<file path="config.mk">
export PLATFORM = sky130hd
export DESIGN_NAME = game_sequencer
export DESIGN_NICKNAME = d
export VERILOG_FILES = /design/src/rtl/game_seq_pkg.sv /design/src/rtl/game_seq_timer.sv /design/src/rtl/game_sequencer.sv
export SDC_FILE = /design/constraint.sdc
export NUM_CORES = 1
export LEC_CHECK = 0
export CORE_MARGIN = 2
export CORE_UTILIZATION = 48
export DETAILED_ROUTE_END_ITERATION = 16
export GPL_ROUTABILITY_DRIVEN = 0
export PLACE_DENSITY = 0.8
export SYNTH_ARGS = -nofsm -noshare
export SYNTH_HDL_FRONTEND = slang
export SYNTH_SLANG_ARGS = --single-unit
</file>
<file path="constraint.sdc">
create_clock -name iClk -period 3.2 [get_ports iClk]
set_clock_uncertainty 0.1 [all_clocks]
set_input_delay 0.64 -clock iClk [delete_from_list [all_inputs] [get_ports iClk]]
set_output_delay 0.64 -clock iClk [all_outputs]
set_load 0.01 [all_outputs]
</file>
<file path="src/rtl/game_seq_pkg.sv">
// rtl/game_seq_pkg.sv - state encoding and sizing helpers for the game sequencer
package game_seq_pkg;

   localparam int STATE_W = 3;

   typedef enum logic [STATE_W-1:0] {
      ST_INIT  = 3'd0,
      ST_ARMED = 3'd1,
      ST_PAINT = 3'd2,
      ST_RUN   = 3'd3,
      ST_CLEAR = 3'd4,
      ST_PAUSE = 3'd5
   } state_t;

   function automatic int maxOf4(input int a, input int b, input int c, input int d);
      int m;
      m = a;
      if (b > m) m = b;
      if (c > m) m = c;
      if (d > m) m = d;
      return m;
   endfunction

endpackage

</file>
<file path="src/rtl/game_seq_timer.sv">
// rtl/game_seq_timer.sv - loadable phase up-counter with clear, hold and terminal-count compare
module game_seq_timer #(
   parameter int W = 4
) (
   input  logic         iClk,
   input  logic         iReset_n,
   input  logic         iClear,
   input  logic         iHold,
   input  logic         iLoad,
   input  logic [W-1:0] iLoadVal,
   input  logic [W-1:0] iTermVal,
   output logic [W-1:0] oCount,
   output logic         oTerm
);

   // Clear wins over load, load over hold, hold over count.
   always_ff @(posedge iClk or negedge iReset_n) begin
      if (!iReset_n) begin
         oCount <= '0;
      end else if (iClear) begin
         oCount <= '0;
      end else if (iLoad) begin
         oCount <= iLoadVal;
      end else if (!iHold) begin
         oCount <= oCount + W'(1);
      end
   end

   assign oTerm = (oCount == iTermVal);

endmodule

</file>
<file path="src/rtl/game_sequencer.sv">
// rtl/game_sequencer.sv - parametrised game master FSM: init, arm, paint, run, clear, round count
// Optional pause state and iPause port are built only with GAME_SEQ_PAUSE_EN defined.
module game_sequencer
   import game_seq_pkg::*;
#(
   parameter int NUM_OBJ      = 4,
   parameter int PAINT_CYCLES = 1,
   parameter int CLEAR_CYCLES = 1,
   parameter int RUN_TIMEOUT  = 0,
   parameter int ROUND_W      = 8
) (
   input  logic               iClk,
   input  logic               iReset_n,
   input  logic               iStart,
   input  logic               iStop,
`ifdef GAME_SEQ_PAUSE_EN
   input  logic               iPause,
`endif
   output logic [NUM_OBJ-1:0] oEnablePosicionX,
   output logic [NUM_OBJ-1:0] oEnablePosicionY,
   output logic               oEnableLFSM,
   output logic               oPintar,
   output logic               oResetPintar,
   output logic [ROUND_W-1:0] oRound,
   output logic               oTimeout,
   output logic [STATE_W-1:0] oState
);

   localparam int CW = $clog2(maxOf4(NUM_OBJ, PAINT_CYCLES, CLEAR_CYCLES, RUN_TIMEOUT)) + 1;
   localparam bit TIMEOUT_EN = (RUN_TIMEOUT != 0);

   localparam logic [CW-1:0] INIT_LAST  = CW'(NUM_OBJ - 1);
   localparam logic [CW-1:0] PAINT_LAST = CW'(PAINT_CYCLES - 1);
   localparam logic [CW-1:0] CLEAR_LAST = CW'(CLEAR_CYCLES - 1);
   localparam logic [CW-1:0] RUN_LAST   = CW'(TIMEOUT_EN ? RUN_TIMEOUT - 1 : 0);

   state_t          state;
   state_t          stateNext;
   logic [CW-1:0]   cnt;
   logic [CW-1:0]   termVal;
   logic            cntTerm;
   logic            cntClear;
   logic            pauseLink;
   logic            timeoutExit;

   always_comb begin
      termVal = '0;
      case (state)
         ST_INIT:  termVal = INIT_LAST;
         ST_PAINT: termVal = PAINT_LAST;
         ST_RUN:   termVal = RUN_LAST;
         ST_CLEAR: termVal = CLEAR_LAST;
         default:  termVal = '0;
      endcase
   end

   always_ff @(posedge iClk or negedge iReset_n) begin
      if (!iReset_n) begin
         state <= ST_INIT;
      end else begin
         state <= stateNext;
      end
   end

   always_comb begin
      stateNext   = state;
      timeoutExit = 1'b0;
      case (state)
         ST_INIT: begin
            if (cntTerm) stateNext = ST_ARMED;
         end
         ST_ARMED: begin
            if (iStart) stateNext = ST_PAINT;
         end
         ST_PAINT: begin
            if (cntTerm) stateNext = ST_RUN;
         end
         ST_RUN: begin
            // Stop outranks timeout, so a simultaneous stop never flags oTimeout.
            if (iStop) begin
               stateNext = ST_CLEAR;
            end else if (TIMEOUT_EN && cntTerm) begin
               stateNext   = ST_CLEAR;
               timeoutExit = 1'b1;
            end
`ifdef GAME_SEQ_PAUSE_EN
            else if (iPause) begin
               stateNext = ST_PAUSE;
            end
`endif
         end
         ST_CLEAR: begin
            if (cntTerm) stateNext = ST_INIT;
         end
`ifdef GAME_SEQ_PAUSE_EN
         ST_PAUSE: begin
            if (iStop) begin
               stateNext = ST_CLEAR;
            end else if (!iPause) begin
               stateNext = ST_RUN;
            end
         end
`endif
         default: stateNext = ST_INIT;
      endcase
   end

   // RUN<->PAUSE hops keep the run count frozen instead of restarting it.
`ifdef GAME_SEQ_PAUSE_EN
   assign pauseLink = (stateNext == ST_PAUSE) || ((state == ST_PAUSE) && (stateNext == ST_RUN));
`else
   assign pauseLink = 1'b0;
`endif
   assign cntClear = (stateNext != state) && !pauseLink;

   game_seq_timer #(
      .W (CW)
   ) uTimer (
      .iClk     (iClk),
      .iReset_n (iReset_n),
      .iClear   (cntClear),
      .iHold    (pauseLink),
      .iLoad    (1'b0),
      .iLoadVal ('0),
      .iTermVal (termVal),
      .oCount   (cnt),
      .oTerm    (cntTerm)
   );

   always_ff @(posedge iClk or negedge iReset_n) begin
      if (!iReset_n) begin
         oRound   <= '0;
         oTimeout <= 1'b0;
      end else begin
         oTimeout <= timeoutExit;
         if ((stateNext == ST_CLEAR) && (state != ST_CLEAR)) begin
            oRound <= oRound + ROUND_W'(1);
         end
      end
   end

   always_comb begin
      oEnablePosicionX = '0;
      oEnablePosicionY = '0;
      for (int i = 0; i < NUM_OBJ; i++) begin
         if ((state == ST_INIT) && (cnt == CW'(i))) begin
            oEnablePosicionX[i] = 1'b1;
            oEnablePosicionY[i] = 1'b1;
         end
      end
   end

   assign oEnableLFSM  = (state == ST_INIT);
   assign oPintar      = (state == ST_PAINT);
   assign oResetPintar = (state == ST_CLEAR);
   assign oState       = state;

endmodule

</file>
==> results.py <==
metrics = {
    "clock_network": {
        "cts_setup_buffers": 0,
        "cts_buffer_depth": 2,
        "cts-buffers-inserted": 3,
        "cts_tree": "done",
        "clk_pin_slew_ns": 0.08,
        "cts.sinks": 14,
        "h-tree-depth": 1,
        "clk_root_buffer_cell": "clkbuf_4",
        "clk_latency_ns": 0.27,
        "postCtsResizedCells": 0,
        "cts_hold_buf": 0,
    },
    "die": {
        "chipHeight_um": 46.1,
        "start_util": 0.503,
        "ios": 27,
        "num_rows": 15,
        "die-area_um2": 2120,
        "fp.dieW_um": 46.1,
        "core-area_um2": 1690,
    },
    "finish": {
        "syn2layout_area_growth_pct": 26.8,
        "fin_nets": 112,
        "num-fill-cells": 141,
        "diodes": 0,
        "drive_above_1_share": 0.0500,
    },
    "yosys": {
        "synth_top_cell_by_area": "dfrtp_1",
        "synth-seq-cells": 14,
        "yosysWarnings": 0,
        "synth.avg_cell_area_um2": 10.5,
        "synthTopCellsByArea": "dfrtp_1, ha_1, xnor2_1, buf_4, and2_1",
        "synth_top_area_frac": 0.412,
        "synth-main-ff-cell": "dfrtp_1",
        "yosysUniqueCellTypes": 31,
        "syn_nets": 91,
        "syn_area_um2": 850,
        "ys_seq_area_frac": 0.412,
        "synth.most_common_cell": "dfrtp_1",
        "async_reset_ff_frac": 1.00,
        "synth_edf_count": 0,
        "syn_inst": 81,
        "synth_common_cells": "dfrtp_1, and2_1, buf_4, ha_1, xnor2_1",
    },
    "pwr": {
        "p_sw_frac": 0.384,
        "powerDensity_nw_per_um2": 785,
        "peakVddDrop_mv": 0.555,
        "combPwrFrac": 0.527,
        "p_sw_mw": 0.325,
        "p_seq_frac": 0.365,
        "leakage_nw": 0.480,
        "power.internal_mw": 0.521,
        "clockPowerShare": 0.109,
    },
    "sta": {
        "fmax_ghz": 0.377,
        "post-route-min-period_ns": 2.66,
        "hold_viol_final": 0,
        "slew_headroom": 0.613,
        "post-route-period-util": 0.830,
        "worstMarginPinSlew_ns": 0.578,
        "setup_viol": 0,
        "maxSlewViolCount": 0,
        "tns_ns": 0,
        "whs_ns": 0.383,
        "rsz0062_at_grt": "false",
    },
    "critical_path": {
        "slowest_stage": "clkdlybuf4s50_1",
        "critical_path.startpoint_type": "flip-flop",
        "worst-path-max-fanout": 11,
        "end_kind": "primary output",
        "path_cells": "nor4_1 -> and2_1 -> clkdlybuf4s50_1",
        "crit_path_start": "oState[0]",
        "worstPathRequired_ns": 2.46,
        "worstReg2RegStart": "uTimer.oCount[0]",
        "slowest_delay_ns": 0.54,
        "worstSetupPathType": "flip-flop to primary output",
        "cp.arrival_ns": 1.92,
    },
    "drt": {
        "wl_um": 1440,
        "vias": 625,
        "drt_iter0_drc": 7,
        "firstDrtPassIters": 4,
        "drc": 0,
        "antenna_left": 0,
        "vias_per_cell": 5.34,
        "avgRoutedWirePerCell_um": 12.3,
    },
    "placed_design": {
        "portBuffers": 25,
        "dpl.hpwl_um": 1150,
    },
    "run_status": {
        "run_status": "finished, final reports clean",
    },
    "grt": {
        "grtUsageTotal": 0.156,
        "antenna_found_initial": 0,
        "grt_first_pass_wirelength_um": 2340,
        "grt_overflow": 0,
        "grt_max_degree": 15,
        "grt_pass1_vias": 578,
    },
    "run": {
        "maxCapViolCount": 0,
    },
    "worst_hold_path": {
        "hp-start": "oRound[7]",
        "hold_path_class": "flip-flop to flip-flop",
    },
}
-- area by class of cell --
cell class	instances	area, um^2	area share
Timing Repair Buffer	25	250	0.232
Multi-Input combinational cell	55	422	0.391
Sequential cell	14	350	0.325
Inverter	3	11.3	0.0105
Clock buffer	3	22.5	0.0209
Tap cell	17	21.3	0.0197
-- kinds of logic (layout without fill, tap and decap cells) --
group | Yosys count | after routing | synth area share
AO/OA/AOI/OAI | 8 | 8 | 0.0736
multiplexers | 2 | 2 | 0.0250
flip-flops | 14 | 14 | 0.412
XOR/XNOR | 7 | 7 | 0.0722
adder cells (fa/ha/maj) | 6 | 6 | 0.0884
other | 1 | 1 | 0.00441
AND/OR/NAND/NOR | 31 | 31 | 0.233
buffers and inverters | 12 | 31 | 0.0913
-- cells in the final DEF (no fill, tap or decap), drive strengths merged, types with 3 or more instances in the layout --
master          n
clkdlybuf4s50  25
dfrtp          14
and2            7
xnor2           6
ha              6
nand3           5
a21oi           4
inv             3
nor2            3
nand2           3
clkbuf          3
-- metal layers --
metal  share of wire  track usage
met5               0            0
met1            0.44        0.189
met2            0.50        0.267
met4          0.0042       0.0686
met3           0.056       0.0314
-- path summary, 6_finish.rpt --
| check | cells past startpoint | endpoint | slack (ns) |
|---|---|---|---|
| setup / recovery | 3 | oEnablePosicionY[0] | 0.54 |
| hold / removal | 1 | oRound[7] | 0.38 |
| setup reg to reg | 3 | uTimer.oCount[2] | 1.57 |
| hold reg to reg | 1 | oRound[7] | 0.38 |
| max in group asynchronous | 1 | uTimer.oCount[2] | 1.98 |
| min in group asynchronous | 1 | oState[2] | 0.64 |
-- sequential cells by signal, summed over array words and instances (netlist names) --
register and flops:
oRound 8, oState 3, uTimer.oCount 3
-- power groups by stage --
stage,registers [mW],clock network (mW),logic (mW)
floorplan,0.289,0,0.296
global placement,0.309,0,0.439
detailed placement,0.311,0,0.452
CTS,0.308,0.0955,0.455
global route,0.321,0.104,0.497
finish,0.309,0.0918,0.446
-- metrics by stage --
| stage | utilization | setup slack [ns] | std cells | cell area, um^2 | power (mW) |
|---|---|---|---|---|---|
| final | 0.638 | 0.545 | 117 | 1080 | 0.846 |
| after global placement | 0.624 | 0.858 | 114 | 1050 | 0.748 |
| after global routing | 0.638 | 0.347 | 117 | 1080 | 0.921 |
| after CTS | 0.638 | 0.518 | 117 | 1080 | 0.858 |
| after floorplan | - | 1.16 | 81 | 850 | 0.586 |
| after detailed placement | 0.624 | 0.823 | 114 | 1050 | 0.763 |
-- critical path: cells and delay by family (launching register included) --
kind | cells | cell delay (ns)
AND/OR/NAND/NOR | 2 | 0.62
buffers and inverters | 1 | 0.54
flip-flops | 1 | 0.48
Power figures use the tool's default switching activity.
